## config.mk

```make
export PLATFORM = sky130hd
export DESIGN_NAME = mem_arbiter_flat
export DESIGN_NICKNAME = d
export VERILOG_FILES = /design/src/rtl/mem_arbiter_if.sv /design/src/rtl/mem_arbiter.sv /design/src/flat_wrapper.sv
export SDC_FILE = /design/constraint.sdc
export NUM_CORES = 1
export LEC_CHECK = 0
export ABC_CLOCK_PERIOD_IN_PS = 4500
export CORE_MARGIN = 2
export CORE_UTILIZATION = 26
export DETAILED_ROUTE_END_ITERATION = 8
export PLACE_DENSITY_LB_ADDON = 0.08
export RECOVER_POWER = 25
export SKIP_CTS_REPAIR_TIMING = 1
export SYNTH_ARGS = -nofsm -noshare
export SYNTH_HDL_FRONTEND = slang
export SYNTH_SLANG_ARGS = --single-unit
```

## constraint.sdc

```tcl
create_clock -name clk -period 4.5 [get_ports clk]
set_clock_uncertainty 0.15 [all_clocks]
set_input_delay 0.675 -clock clk [delete_from_list [all_inputs] [get_ports clk]]
set_output_delay 0.675 -clock clk [all_outputs]
set_load 0.05 [all_outputs]
```

## src/rtl/mem_arbiter_if.sv

```systemverilog
// Bundle of the fetch, data and RAM handshake signals around the memory arbiter.
// The arbiter uses the slave view; the pipeline/RAM environment uses the master view.
interface mem_arbiter_if #(
    parameter int ADDR_W = 32,
    parameter int DATA_W = 32
);
    logic              if_req;
    logic [ADDR_W-1:0] if_addr;
    logic [DATA_W-1:0] if_rdata;
    logic              if_ready;

    logic              mem_req;
    logic              mem_we;
    logic [ADDR_W-1:0] mem_addr;
    logic [DATA_W-1:0] mem_wdata;
    logic [DATA_W-1:0] mem_rdata;
    logic              mem_ready;

    logic              ram_req;
    logic              ram_we;
    logic [ADDR_W-1:0] ram_addr;
    logic [DATA_W-1:0] ram_wdata;
    logic [DATA_W-1:0] ram_rdata;
    logic              ram_ack;

    logic              stall_if;
    logic              stall_mem;
    logic              busy;

    modport slave (
        input  if_req, if_addr, mem_req, mem_we, mem_addr, mem_wdata, ram_rdata, ram_ack,
        output if_rdata, if_ready, mem_rdata, mem_ready,
        output ram_req, ram_we, ram_addr, ram_wdata, stall_if, stall_mem, busy
    );

    modport master (
        output if_req, if_addr, mem_req, mem_we, mem_addr, mem_wdata, ram_rdata, ram_ack,
        input  if_rdata, if_ready, mem_rdata, mem_ready,
        input  ram_req, ram_we, ram_addr, ram_wdata, stall_if, stall_mem, busy
    );
endinterface

```

## src/rtl/mem_arbiter.sv

```systemverilog
// Shared-memory arbiter: grants the single RAM port to either the data or the
// fetch requester, data first under contention unless data won last time.
//
// state | meaning
// IDLE  | no access in flight, arbitrate on this edge
// GNT_D | data access issued to RAM, waiting for ram_ack
// GNT_I | fetch access issued to RAM, waiting for ram_ack
// RESP  | one-cycle ready pulse to the granted requester
module mem_arbiter #(
    parameter int ADDR_W = 32,
    parameter int DATA_W = 32
) (
    input  logic          clk,
    input  logic          rst,
    mem_arbiter_if.slave  bus
);
    localparam logic [1:0] IDLE  = 2'd0;
    localparam logic [1:0] GNT_D = 2'd1;
    localparam logic [1:0] GNT_I = 2'd2;
    localparam logic [1:0] RESP  = 2'd3;

    localparam logic INST = 1'b0;
    localparam logic DATA = 1'b1;

    logic [1:0]        state;
    logic              last_grant;
    logic              grant_data;
    logic              grant_inst;
    logic              ram_req;
    logic              ram_we;
    logic [ADDR_W-1:0] ram_addr;
    logic [DATA_W-1:0] ram_wdata;
    logic [DATA_W-1:0] if_rdata;
    logic [DATA_W-1:0] mem_rdata;
    logic              if_ready;
    logic              mem_ready;

    // Arbitration: data wins unless both request and data had the previous grant.
    always_comb begin
        grant_data = bus.mem_req & (~bus.if_req | (last_grant == INST));
        grant_inst = bus.if_req & ~grant_data;
    end

    // Sequencer: grant, hold the RAM request until ack, then pulse ready once.
    always_ff @(posedge clk or posedge rst) begin
        if (rst) begin
            state      <= IDLE;
            last_grant <= INST;
            ram_req    <= 1'b0;
            ram_we     <= 1'b0;
            ram_addr   <= '0;
            ram_wdata  <= '0;
            if_rdata   <= '0;
            mem_rdata  <= '0;
            if_ready   <= 1'b0;
            mem_ready  <= 1'b0;
        end else begin
            case (state)
                IDLE: begin
                    if (grant_data) begin
                        ram_req    <= 1'b1;
                        ram_we     <= bus.mem_we;
                        ram_addr   <= bus.mem_addr;
                        ram_wdata  <= bus.mem_wdata;
                        last_grant <= DATA;
                        state      <= GNT_D;
                    end else if (grant_inst) begin
                        ram_req    <= 1'b1;
                        ram_we     <= 1'b0;
                        ram_addr   <= bus.if_addr;
                        ram_wdata  <= '0;
                        last_grant <= INST;
                        state      <= GNT_I;
                    end
                end
                GNT_D: begin
                    if (bus.ram_ack) begin
                        // a store leaves the last load result in place
                        if (!ram_we) begin
                            mem_rdata <= bus.ram_rdata;
                        end
                        ram_req   <= 1'b0;
                        ram_we    <= 1'b0;
                        mem_ready <= 1'b1;
                        state     <= RESP;
                    end
                end
                GNT_I: begin
                    if (bus.ram_ack) begin
                        if_rdata <= bus.ram_rdata;
                        ram_req  <= 1'b0;
                        ram_we   <= 1'b0;
                        if_ready <= 1'b1;
                        state    <= RESP;
                    end
                end
                default: begin
                    if_ready  <= 1'b0;
                    mem_ready <= 1'b0;
                    state     <= IDLE;
                end
            endcase
        end
    end

    assign bus.ram_req   = ram_req;
    assign bus.ram_we    = ram_we;
    assign bus.ram_addr  = ram_addr;
    assign bus.ram_wdata = ram_wdata;
    assign bus.if_rdata  = if_rdata;
    assign bus.mem_rdata = mem_rdata;
    assign bus.if_ready  = if_ready;
    assign bus.mem_ready = mem_ready;
    assign bus.busy      = (state != IDLE);
    assign bus.stall_if  = bus.if_req & ~if_ready;
    assign bus.stall_mem = bus.mem_req & ~mem_ready;
endmodule

```

## src/flat_wrapper.sv

```systemverilog
// flat-port wrapper written by rule: the top's interface ports become plain ports
module mem_arbiter_flat 
#(
    parameter int ADDR_W = 32,
    parameter int DATA_W = 32
)
  (clk, rst, bus_if_req, bus_if_addr, bus_mem_req, bus_mem_we, bus_mem_addr, bus_mem_wdata, bus_ram_rdata, bus_ram_ack, bus_if_rdata, bus_if_ready, bus_mem_rdata, bus_mem_ready, bus_ram_req, bus_ram_we, bus_ram_addr, bus_ram_wdata, bus_stall_if, bus_stall_mem, bus_busy);
  mem_arbiter_if #(.ADDR_W(ADDR_W), .DATA_W(DATA_W)) bus_i ();
  input  logic clk;
  input  logic rst;
  input wire logic [$bits(bus_i.if_req)-1:0] bus_if_req;
  input wire logic [$bits(bus_i.if_addr)-1:0] bus_if_addr;
  input wire logic [$bits(bus_i.mem_req)-1:0] bus_mem_req;
  input wire logic [$bits(bus_i.mem_we)-1:0] bus_mem_we;
  input wire logic [$bits(bus_i.mem_addr)-1:0] bus_mem_addr;
  input wire logic [$bits(bus_i.mem_wdata)-1:0] bus_mem_wdata;
  input wire logic [$bits(bus_i.ram_rdata)-1:0] bus_ram_rdata;
  input wire logic [$bits(bus_i.ram_ack)-1:0] bus_ram_ack;
  output wire logic [$bits(bus_i.if_rdata)-1:0] bus_if_rdata;
  output wire logic [$bits(bus_i.if_ready)-1:0] bus_if_ready;
  output wire logic [$bits(bus_i.mem_rdata)-1:0] bus_mem_rdata;
  output wire logic [$bits(bus_i.mem_ready)-1:0] bus_mem_ready;
  output wire logic [$bits(bus_i.ram_req)-1:0] bus_ram_req;
  output wire logic [$bits(bus_i.ram_we)-1:0] bus_ram_we;
  output wire logic [$bits(bus_i.ram_addr)-1:0] bus_ram_addr;
  output wire logic [$bits(bus_i.ram_wdata)-1:0] bus_ram_wdata;
  output wire logic [$bits(bus_i.stall_if)-1:0] bus_stall_if;
  output wire logic [$bits(bus_i.stall_mem)-1:0] bus_stall_mem;
  output wire logic [$bits(bus_i.busy)-1:0] bus_busy;
  assign bus_i.if_req = bus_if_req;
  assign bus_i.if_addr = bus_if_addr;
  assign bus_i.mem_req = bus_mem_req;
  assign bus_i.mem_we = bus_mem_we;
  assign bus_i.mem_addr = bus_mem_addr;
  assign bus_i.mem_wdata = bus_mem_wdata;
  assign bus_i.ram_rdata = bus_ram_rdata;
  assign bus_i.ram_ack = bus_ram_ack;
  assign bus_if_rdata = bus_i.if_rdata;
  assign bus_if_ready = bus_i.if_ready;
  assign bus_mem_rdata = bus_i.mem_rdata;
  assign bus_mem_ready = bus_i.mem_ready;
  assign bus_ram_req = bus_i.ram_req;
  assign bus_ram_we = bus_i.ram_we;
  assign bus_ram_addr = bus_i.ram_addr;
  assign bus_ram_wdata = bus_i.ram_wdata;
  assign bus_stall_if = bus_i.stall_if;
  assign bus_stall_mem = bus_i.stall_mem;
  assign bus_busy = bus_i.busy;
  mem_arbiter #(.ADDR_W(ADDR_W), .DATA_W(DATA_W)) u_core (.clk(clk), .rst(rst), .bus(bus_i));
endmodule
```

# [Word-level counts from Yosys, hierarchy flattened]
# Index checks and enable logic that the tools add are counted.
[classes] eq_ne=6 n_mux=19 n_bitwise=13 n_reduce_logical=14
[op_table] op="$mux W32" n=4
[op_table] op="$reduce_and A2 Y1" n=5
[op_table] op="$not A1 Y1" n=8
[op_table] op="$pmux W1 S2" n=4
[op_table] op="$mux W1" n=7
[op_table] op="$mux W2" n=3
[op_table] op="$reduce_and A3 Y1" n=2
[op_table] op="$reduce_bool A2 Y1" n=3
[op_table] op="$reduce_or A2 Y1" n=3
[op_table] op="$and A1 B1 Y1" n=4
[op_table] op="$ne A2 B2 Y1 const B" n=2
[op_table] op="$pmux W2 S2" n=1
[op_table] op="$ne A3 B1 Y1 const B" n=1
[op_table] op="$eq A2 B1 Y1 const B" n=1
[op_table] op="$eq A2 B2 Y1 const B" n=1
[op_table] op="$logic_not A2 Y1" n=1
[op_table] op="$ne A2 B1 Y1 const B" n=1
[op_table] op="$or A1 B1 Y1" n=1
[word_totals] reg_bits=135 in_bits=134 out_inout_bits=135 wordCells=62

# [Longest topological paths before layout]
# Gate-level depths: netlist of the first run.
[logic_depth] ltp_word=8 depth_mapped=7

# [Least setup slack after synthesis of the first run]
# No wires, ideal clock.
[synth_timing] path_type="input to output" from="in bus_if_req" to="out bus_stall_if" arrival_time_ps=1382 path_slack_ps=2293 path_stages=1 path_cell_list="nor2b_1"
[synth_between] elab_chain_cells=1
[synth_lines] item="start: declaration" line_no="flat_wrapper.sv:11" text="input wire logic [$bits(bus_i.if_req)-1:0] bus_if_req;"
[synth_lines] item="$and A1 B1 Y1" line_no="mem_arbiter.sv:115" text="assign bus.stall_if = bus.if_req & ~if_ready;"
[synth_lines] item="end: declaration" line_no="flat_wrapper.sv:27" text="output wire logic [$bits(bus_i.stall_if)-1:0] bus_stall_if;"
# No other way between the ends.

# [Final worst setup path of the first run]
# Ends and elaborated chain as after synthesis.

==> results.md, run 1 <==
- Gr ovfl total: 0
- Hold Crit Class: reg -> reg
- Final setup margin: 1360 ps
- Post-synth EDFFs: 0
- GRT Resource Usage Total: 14.1%
- Slew Limit Fails: 62
- Via Count: 4041
- Post-DP HPWL: 11000 µm
- Initial antenna violation count: 0
- Die Wd: 148 µm
- CP startpoint kind: input port
- Worst-path clk slew: 60 ps
- Fmax: 0.319 GHz
- Async SR Flop Fraction: 100%
- PwrDens: 904 nW/µm²
- Worst VDD drop: 0.000458 V
- Layout cells sized above 1: 6.14%
- Initial core utilization: 26.6%
- TritonCTS Buffers: 17
- Post-Synthesis Net Count: 524
- Syn avg cell area: 13.9 µm²
- Worst slew margin: -2.08%
- First-pass GRT wire length: 23700 µm
- Root Driver: clkbuf_16
- Vias in the first global route: 4398
- Die Ht: 148 µm
- First-pass DRT Iterations: 4
- Sequential fraction of the synthesis area: 62.8%
- Synth Instances: 386
- Leak: 3.82 nW
- Library cells used by synthesis: 27
- Largest net degree at the start of global routing: 76
- # DRC: 0
- Ports: 269
- Core area: 20200 µm²
- Yosys warns: 0
- Placed cells: 907
- Setup violations, final: 0
- Total negative slack: 0 ps
- Ys flop type: dfrtp_1
- Crit Path Max Fanout: 4
- Tmin final: 3140 ps
- Layout fillers: 1875
- Status: complete, but fails checks
- Dpl ws: 1330 ps
- Final WL: 15200 µm
- # Max-Cap Violations: 1
- Worst slew pin tran: 1530 ps
- Violated checks: max-capacitance violations, max-slew violations
- Utilization after layout: 43.8%
- CTS tree: yes
- ANT cells: 0
- Row count: 52
- Seq cells post-synth: 135
- Final hold viol count: 0
- Unrepaired setup endpoints after global routing: false
- Clock buffer depth: 2
- Post-route insts no fill: 938
- I/O Buffers: 268
- H-Tree Level Count: 4
- Number of routed nets with antenna violations: 0
- Final worst-path cycle share: 69.7%
- Routability cong.: 0.739
- Vias per std cell: 4.31
- CTS sink cnt: 135
- Worst skew pair latency: 400 ps
- Post-synthesis cell area: 5380 µm²
- Worst Path Arrival: 2310 ps
- Die area: 21800 µm²
- Post-DR wirelength/cell: 16.3 µm
- Nets: 794
- Area delta synth->final: 64.9%
- Crit end category: output port
- Crit path kind: in -> out
- 1st-iter DRT viols: 100
- Crit path required time: 3670 ps
## critical path: stages
cell and delay (ps):
clkdlybuf4s50_1 620, nor2b_1 170, clkdlybuf4s50_1 840
## state kept, by name (all words and copies together), names as in the netlist, 2 cells and up
name                  cells
u_core.bus.ram_wdata     32
u_core.bus.ram_addr      32
u_core.bus.if_rdata      32
u_core.state              2
u_core.bus.mem_rdata     32
## layout by cell type (no fill, tap or decap), drive strengths merged, types with 3 or more instances in the layout
master / n
clkinvlp: 3
clkbuf: 22
ha: 4
mux2: 65
dfrtp: 135
nand2: 34
mux2i: 33
nor2: 3
clkinv: 5
buf: 6
inv: 8
a22o: 32
clkdlybuf4s50: 267
o21ai: 33
## routing by layer
metal / up-vias / GRT usage, % / wire, µm / share of wire (%)
met5: - / 0 / 0 / 0
met4: 0 / 4.57 / 219 / 1.4
met3: 14 / 6.20 / 1280 / 8.4
met2: 170 / 21.9 / 7060 / 46
met1: 1943 / 17.6 / 6680 / 44
li1: 1914 / - / - / -
## cell usage after synthesis, drive strengths merged, types with 2 or more instances
master	n	share of area (%)
a21oi	2	0.19
a22o	32	5.2
buf	18	2.4
clkbuf	6	0.42
dfrtp	135	63
ha	4	0.93
inv	6	0.42
mux2	65	14
mux2i	33	6.1
nand2	34	2.4
nand3b	2	0.35
nor2	3	0.21
nor2b	2	0.23
o21ai	33	3.1
o2bb2ai	2	0.33
## kinds of logic after synthesis
logic type,count (synthesis),synth area share [%]
compound gates,73,9.38
flops,135,62.8
fa+ha+maj,4,0.931
simple gates,46,3.82
mux,98,19.8
buf+inv,30,3.28
## through the flow
step	power, mW	instance area (µm²)	hold slack, ps
3_3_place_gp	6.78	8340	318
4_1_cts	8.14	8880	338
2_1_floorplan	5.17	5380	299
6_report	8.01	8860	327
3_5_place_dp	6.82	8340	327
5_1_grt	8.43	8860	351
## where the power goes
| group | total (mW) | switching (mW) | internal, mW |
|---|---|---|---|
| clock network | 1.27 | 0.521 | 0.747 |
| registers | 2.15 | 0.326 | 1.82 |
| logic | 4.60 | 3.01 | 1.59 |
## cell type report
class	instances	area [µm²]	share of cell area [%]
Sequential cell	135	3380	38.1
Timing Repair Buffer	275	2730	30.8
Multi-Input combinational cell	221	1840	20.8
Clock buffer	21	470	5.31
Tap cell	270	338	3.81
Clock inverter	10	72.6	0.819
Inverter	6	27.5	0.311
## path summary, 6_finish.rpt
check / to / cells after the start / slack (ps) / start
setup / recovery: bus_stall_if / 3 / 1360 / bus_if_req
hold / removal: u_core.bus.ram_addr[25] / 2 / 330 / u_core.bus.ram_addr[25]
setup reg to reg: u_core.bus.ram_we / 5 / 2450 / u_core.state[0]
hold reg to reg: u_core.bus.ram_addr[25] / 2 / 330 / u_core.bus.ram_addr[25]
max in group asynchronous: u_core.bus.ram_wdata[0] / 3 / 1480 / rst
min in group asynchronous: u_core.bus.mem_rdata[9] / 2 / 720 / rst
No activity file was read; power rests on OpenSTA's default activity.
==> inputs of run 2 (changes only) <==
--- a/config.mk
+++ b/config.mk
@@ -5,7 +5,7 @@
 export SDC_FILE = /design/constraint.sdc
 export NUM_CORES = 1
 export LEC_CHECK = 0
-export ABC_CLOCK_PERIOD_IN_PS = 4500
+export ABC_CLOCK_PERIOD_IN_PS = 3230
 export CORE_MARGIN = 2
 export CORE_UTILIZATION = 26
 export DETAILED_ROUTE_END_ITERATION = 8
==> constraint.sdc (replaced) <==
create_clock -name clk -period 3.23 [get_ports clk]
set_clock_uncertainty 0.15 [all_clocks]
set_input_delay 0.4845 -clock clk [delete_from_list [all_inputs] [get_ports clk]]
set_output_delay 0.4845 -clock clk [all_outputs]
set_load 0.05 [all_outputs]
==> run 2 against run 1 <==
  * The run now ends clean
  * First-iteration DRC count grew 42%
  * Non-clock buffer count grew 2
  * Critical endpoint is now bus_busy
  * Setup slack lost 930 ps
  * Design area grew 0.99%
  * Die area is the same
  * Critical path type is now reg -> out
  * Utilization grew 0.43 points
==> results.md, run 2 (same netlist as run 1, synthesis figures left out) <==
- PwrDens: 1270 nW/µm²
- Final hold viol count: 0
- H-Tree Level Count: 4
- # DRC: 0
- Total negative slack: 0 ps
- Ports: 269
- RR Endpoint: u_core.bus.ram_we
- Crit Path Max Fanout: 7
- # Max-Cap Violations: 0
- CP startpoint kind: register
- Vias per std cell: 4.31
- Leak: 3.84 nW
- Die area: 21800 µm²
- Worst Path Arrival: 2160 ps
- Largest net degree at the start of global routing: 86
- Hold Crit Class: reg -> reg
- Row count: 52
- Slew Limit Fails: 0
- Critical path depth in cells: 4
- Status: finished, final reports clean
- Overall Power: 11.3 mW
- 1st-iter DRT viols: 142
- CP dominant cell by count: inv_1
- Root Driver: clkbuf_16
- Setup violations, final: 0
- CTS tree: yes
- Initial antenna violation count: 2
- CTS sink cnt: 135
- Clock buffer depth: 2
- First-pass DRT Iterations: 4
- Largest delay contributor family on the critical path: buffers and inverters
- Worst skew pair latency: 410 ps
- Worst R2R Setup Slack: 1230 ps
- Die Ht: 148 µm
- Crit path max-delay cell type: clkdlybuf4s50_1
- Via Count: 4067
- Worst VDD drop: 0.000489 V
- Most common cell after layout, fill and taps aside: clkdlybuf4s50_1
- Max incr delay on CP: 840 ps
- Die Wd: 148 µm
- I/O Buffers: 268
- Post-DR wirelength/cell: 16.0 µm
- Gr ovfl total: 0
- RR Startpoint: u_core.state[1]
- Crit path kind: reg -> out
- Worst slew pin tran: 1250 ps
- Area delta synth->final: 66.5%
- Vias in the first global route: 4437
- Crit end category: output port
- Crit path required time: 2600 ps
- Number of routed nets with antenna violations: 0
- TritonCTS Buffers: 17
- Tmin final: 2800 ps
- CP bufs+invs: 3
- Finished Cell Area: 8950 µm²
- Layout cells sized above 1: 6.71%
- Worst-path clk slew: 60 ps
- Commonest non-fill, non-tap cells in the layout: clkdlybuf4s50_1, dfrtp_1, mux2_1
- Worst setup path start: u_core.state[0]
- Final worst-path cycle share: 86.6%
- Unrepaired setup endpoints after global routing: false
- Dpl cell area: 8360 µm²
- Initial core utilization: 26.6%
- Worst slew margin: 16.8%
- Fmax: 0.358 GHz
- Worst Setup EP: bus_busy
- Core area: 20200 µm²
- CP Cell Sequence: inv_1 -> ha_1 -> inv_1 -> clkdlybuf4s50_1
- Post-DP HPWL: 10900 µm
- Nets: 796
- Routability cong.: 0.713
- Final WL: 15100 µm
- Utilization after layout: 44.2%
- R2r worst-path depth: 5
- First-pass GRT wire length: 23600 µm
- GRT Resource Usage Total: 13.9%
## run 2: worst reg2reg max path: cells and delay by family (launching register included)
kind / cells / cell delay (ps)
adders and majority gates: 1 / 300
buffers and inverters: 1 / 90
DFF: 1 / 410
muxes: 1 / 340
and+or+nand+nor: 2 / 590
## run 2: through the flow
| stage | instances | setup slack, ps | hold slack (ps) |
|---|---|---|---|
| final | 943 | 434 | 332 |
| after global routing | 941 | 306 | 356 |
| after CTS | 941 | 379 | 338 |
| after detailed placement | 909 | 510 | 325 |
| after global placement | 909 | 513 | 317 |
| after floorplan | 386 | 916 | 299 |
## run 2: area by class of cell
type / instances / area (µm²)
diodes: 2 / 5.00
clock buffers: 19 / 443
clock inverters: 13 / 149
fillers: 1880 / 11300
inverters: 6 / 23.8
multi-input cells: 221 / 1840
flip-flops and latches: 135 / 3380
well taps: 270 / 338
repair buffers: 277 / 2770
## run 2: how the worst min path moves through the flow
stage                                     endpoint  slack, ps                      from  cells past startpoint
after floorplan                  u_core.last_grant        300         u_core.last_grant                      1
after global routing      u_core.bus.mem_rdata[28]        360  u_core.bus.mem_rdata[28]                      1
after CTS                  u_core.bus.ram_addr[22]        340   u_core.bus.ram_addr[22]                      2
after detailed placement   u_core.bus.ram_addr[11]        330   u_core.bus.ram_addr[11]                      2
after global placement     u_core.bus.ram_addr[18]        320   u_core.bus.ram_addr[18]                      2
final                      u_core.bus.ram_addr[19]        330   u_core.bus.ram_addr[19]                      2
## run 2: routing by layer
metal	vias to the layer above	track usage, %	share of wire, %
met5	-	0	0
met2	176	21.7	47
li1	1918	-	-
met4	0	4.52	1.5
met1	1954	16.8	42
met3	19	7.10	9.9
## run 2: report_power, final
part | leakage [nW] | internal [mW] | switching (mW) | total (mW)
combinational | 1.91 | 2.22 | 4.19 | 6.41
sequential | 1.66 | 2.54 | 0.454 | 3.00
clock | 0.274 | 1.17 | 0.766 | 1.93
total | 3.84 | 5.93 | 5.40 | 11.3
==> inputs of run 3 (changes only) <==
--- a/config.mk
+++ b/config.mk
@@ -12,6 +12,7 @@
 export PLACE_DENSITY_LB_ADDON = 0.08
 export RECOVER_POWER = 25
 export SKIP_CTS_REPAIR_TIMING = 1
+export SLEW_MARGIN = 25
 export SYNTH_ARGS = -nofsm -noshare
 export SYNTH_HDL_FRONTEND = slang
 export SYNTH_SLANG_ARGS = --single-unit
==> results of run 3 <==
Same layout as run 2: the final DEF is identical, and so are final timing and power.
==> RTL change: new RTL, config.mk and constraints of run 2 <==
`DATA_W` is set to 32 in 3 places; all go to 64.
--- a/src/rtl/mem_arbiter_if.sv
+++ b/src/rtl/mem_arbiter_if.sv
@@ -4,3 +4,3 @@
     parameter int ADDR_W = 32,
-    parameter int DATA_W = 32
+    parameter int DATA_W = 64
 );
--- a/src/rtl/mem_arbiter.sv
+++ b/src/rtl/mem_arbiter.sv
@@ -10,3 +10,3 @@
     parameter int ADDR_W = 32,
-    parameter int DATA_W = 32
+    parameter int DATA_W = 64
 ) (
--- a/src/flat_wrapper.sv
+++ b/src/flat_wrapper.sv
@@ -4,3 +4,3 @@
     parameter int ADDR_W = 32,
-    parameter int DATA_W = 32
+    parameter int DATA_W = 64
 )
Interface: changed (5 resized); port bits go from 269 to 429. No check against the original RTL was run, so the function may have changed too.
==> RTL change against run 2 <==
The run now ends with max-capacitance violations, max-slew violations left; worst setup slack lost 0.17 ns; register-to-register slack lost 0.06 ns; area after synthesis grew 65%; cell count grew 59%; wire length grew 81%; total power grew 72%; sequential cell count grew 96; design area grew 64%; largest power group unchanged.
==> RTL change: results (changes against run 2) <==
Synth area leaders=dfrtp_1 (65%), mux2_2 (16%), a22o_1 (6.3%); max-cap viol count=1 (+1); Distinct cells, synth=29 (+7.4%); GPL Wtd Cong=0.710 (-0.46%); maximum VDD drop=0.000601 V (+23%); Post-Place Cells=1445 (+59%); dpl cell area=13700 um^2 (+64%); fin crit period=2.97 ns (+0.172 ns); Finished Layout Cells=1497 (+59%); Pleak=6.33 nW (+65%); vias per cell=4.28 (-0.69%); R2R setup slack=1.17 ns (-0.06 ns); Slew @ Worst Pin=1.51 ns (+0.259 ns); sequential area share after synthesis=65.3% (+2.4 points); worst flop-to-flop path startpoint=u_core.state[0]$_DFFE_PP0P_; Synth Area in Compound Gates=8.86% (-0.52 points); top post-synthesis cells by count=dfrtp_1 (231), mux2_2 (129), a22o_1 (64); pins over their slew limit=59 (+59); input/output buffers=428 (+60%); nets=1229 (+54%); CTS max path bufs=3 (+1); DR WL/cell=18.2 um (+14%); Post-DP HPWL=19600 um (+80%); Comb power=11.1 mW (+73%); total power=19.5 mW (+72%); Fill cells=3130 (+66%); Mapped Nets=794 (+52%); Pre-Repair DR Iteration Count=4 (unchanged); Sequential Power=5.10 mW (+70%); CTS Buf Count=28 (+11); hold worst-path end=u_core.bus.ram_addr[18]$_DFFE_PP0P_; DR WL met2=13800 um (+96%); initial antenna violation count=0 (-2); layout cells sized above 1=18.7% (+12 points); sw frac=46.7% (-1.0 points); Adder-Cell Fraction of Synth Area=0.565% (-0.37 points); failing checks=max-capacitance violations, max-slew violations; n_diodes=0 (-2); post-synthesis mux area share=20.1% (+0.38 points); CP peak stage delay=0.86 ns (+0.02 ns); pre-CTS setup slack=0.504 ns (-0.00549 ns); Synth Instances=592 (+53%); met1 WL=10900 um (+71%); outcome=complete, but fails checks; HP Start=u_core.bus.ram_addr[18]$_DFFE_PP0P_; met3 wire length=2090 um (+40%); H-tree depth=1 (-3); gr usage total=15.2% (+1.2 points); worst skew pair latency=0.53 ns (+0.12 ns); vias in the first global route=6934 (+56%)
RTL change: worst max-delay path by stage:
| stage | start | endpoint |
|---|---|---|
| global route | rst | u_core.bus.mem_rdata[21]$_DFFE_PP0P_ |
| CTS | u_core.state[0]$_DFFE_PP0P_ | bus_busy |
| floorplan | rst | u_core.bus.if_rdata[0]$_DFFE_PP0P_ |
| global placement | bus_if_req | bus_stall_if |
| finish | u_core.state[0]$_DFFE_PP0P_ | bus_busy |
| detailed placement | bus_if_req | bus_stall_if |
RTL change: per-layer routing:
layer  up-vias  global-route usage (%)
li1       3002                       -
met1      3129                    18.1
met2       242                    26.8
met3        39                    4.58
met4         0                    3.64
met5         -                       0
RTL change: layout make-up:
class	count	area (um^2)	area share, %
Sequential cell	231	5780	39.3
Timing Repair Buffer	443	4480	30.5
Multi-Input combinational cell	317	2860	19.4
Clock buffer	45	886	6.02
Tap cell	448	561	3.81
Clock inverter	7	116	0.791
Inverter	6	23.8	0.162
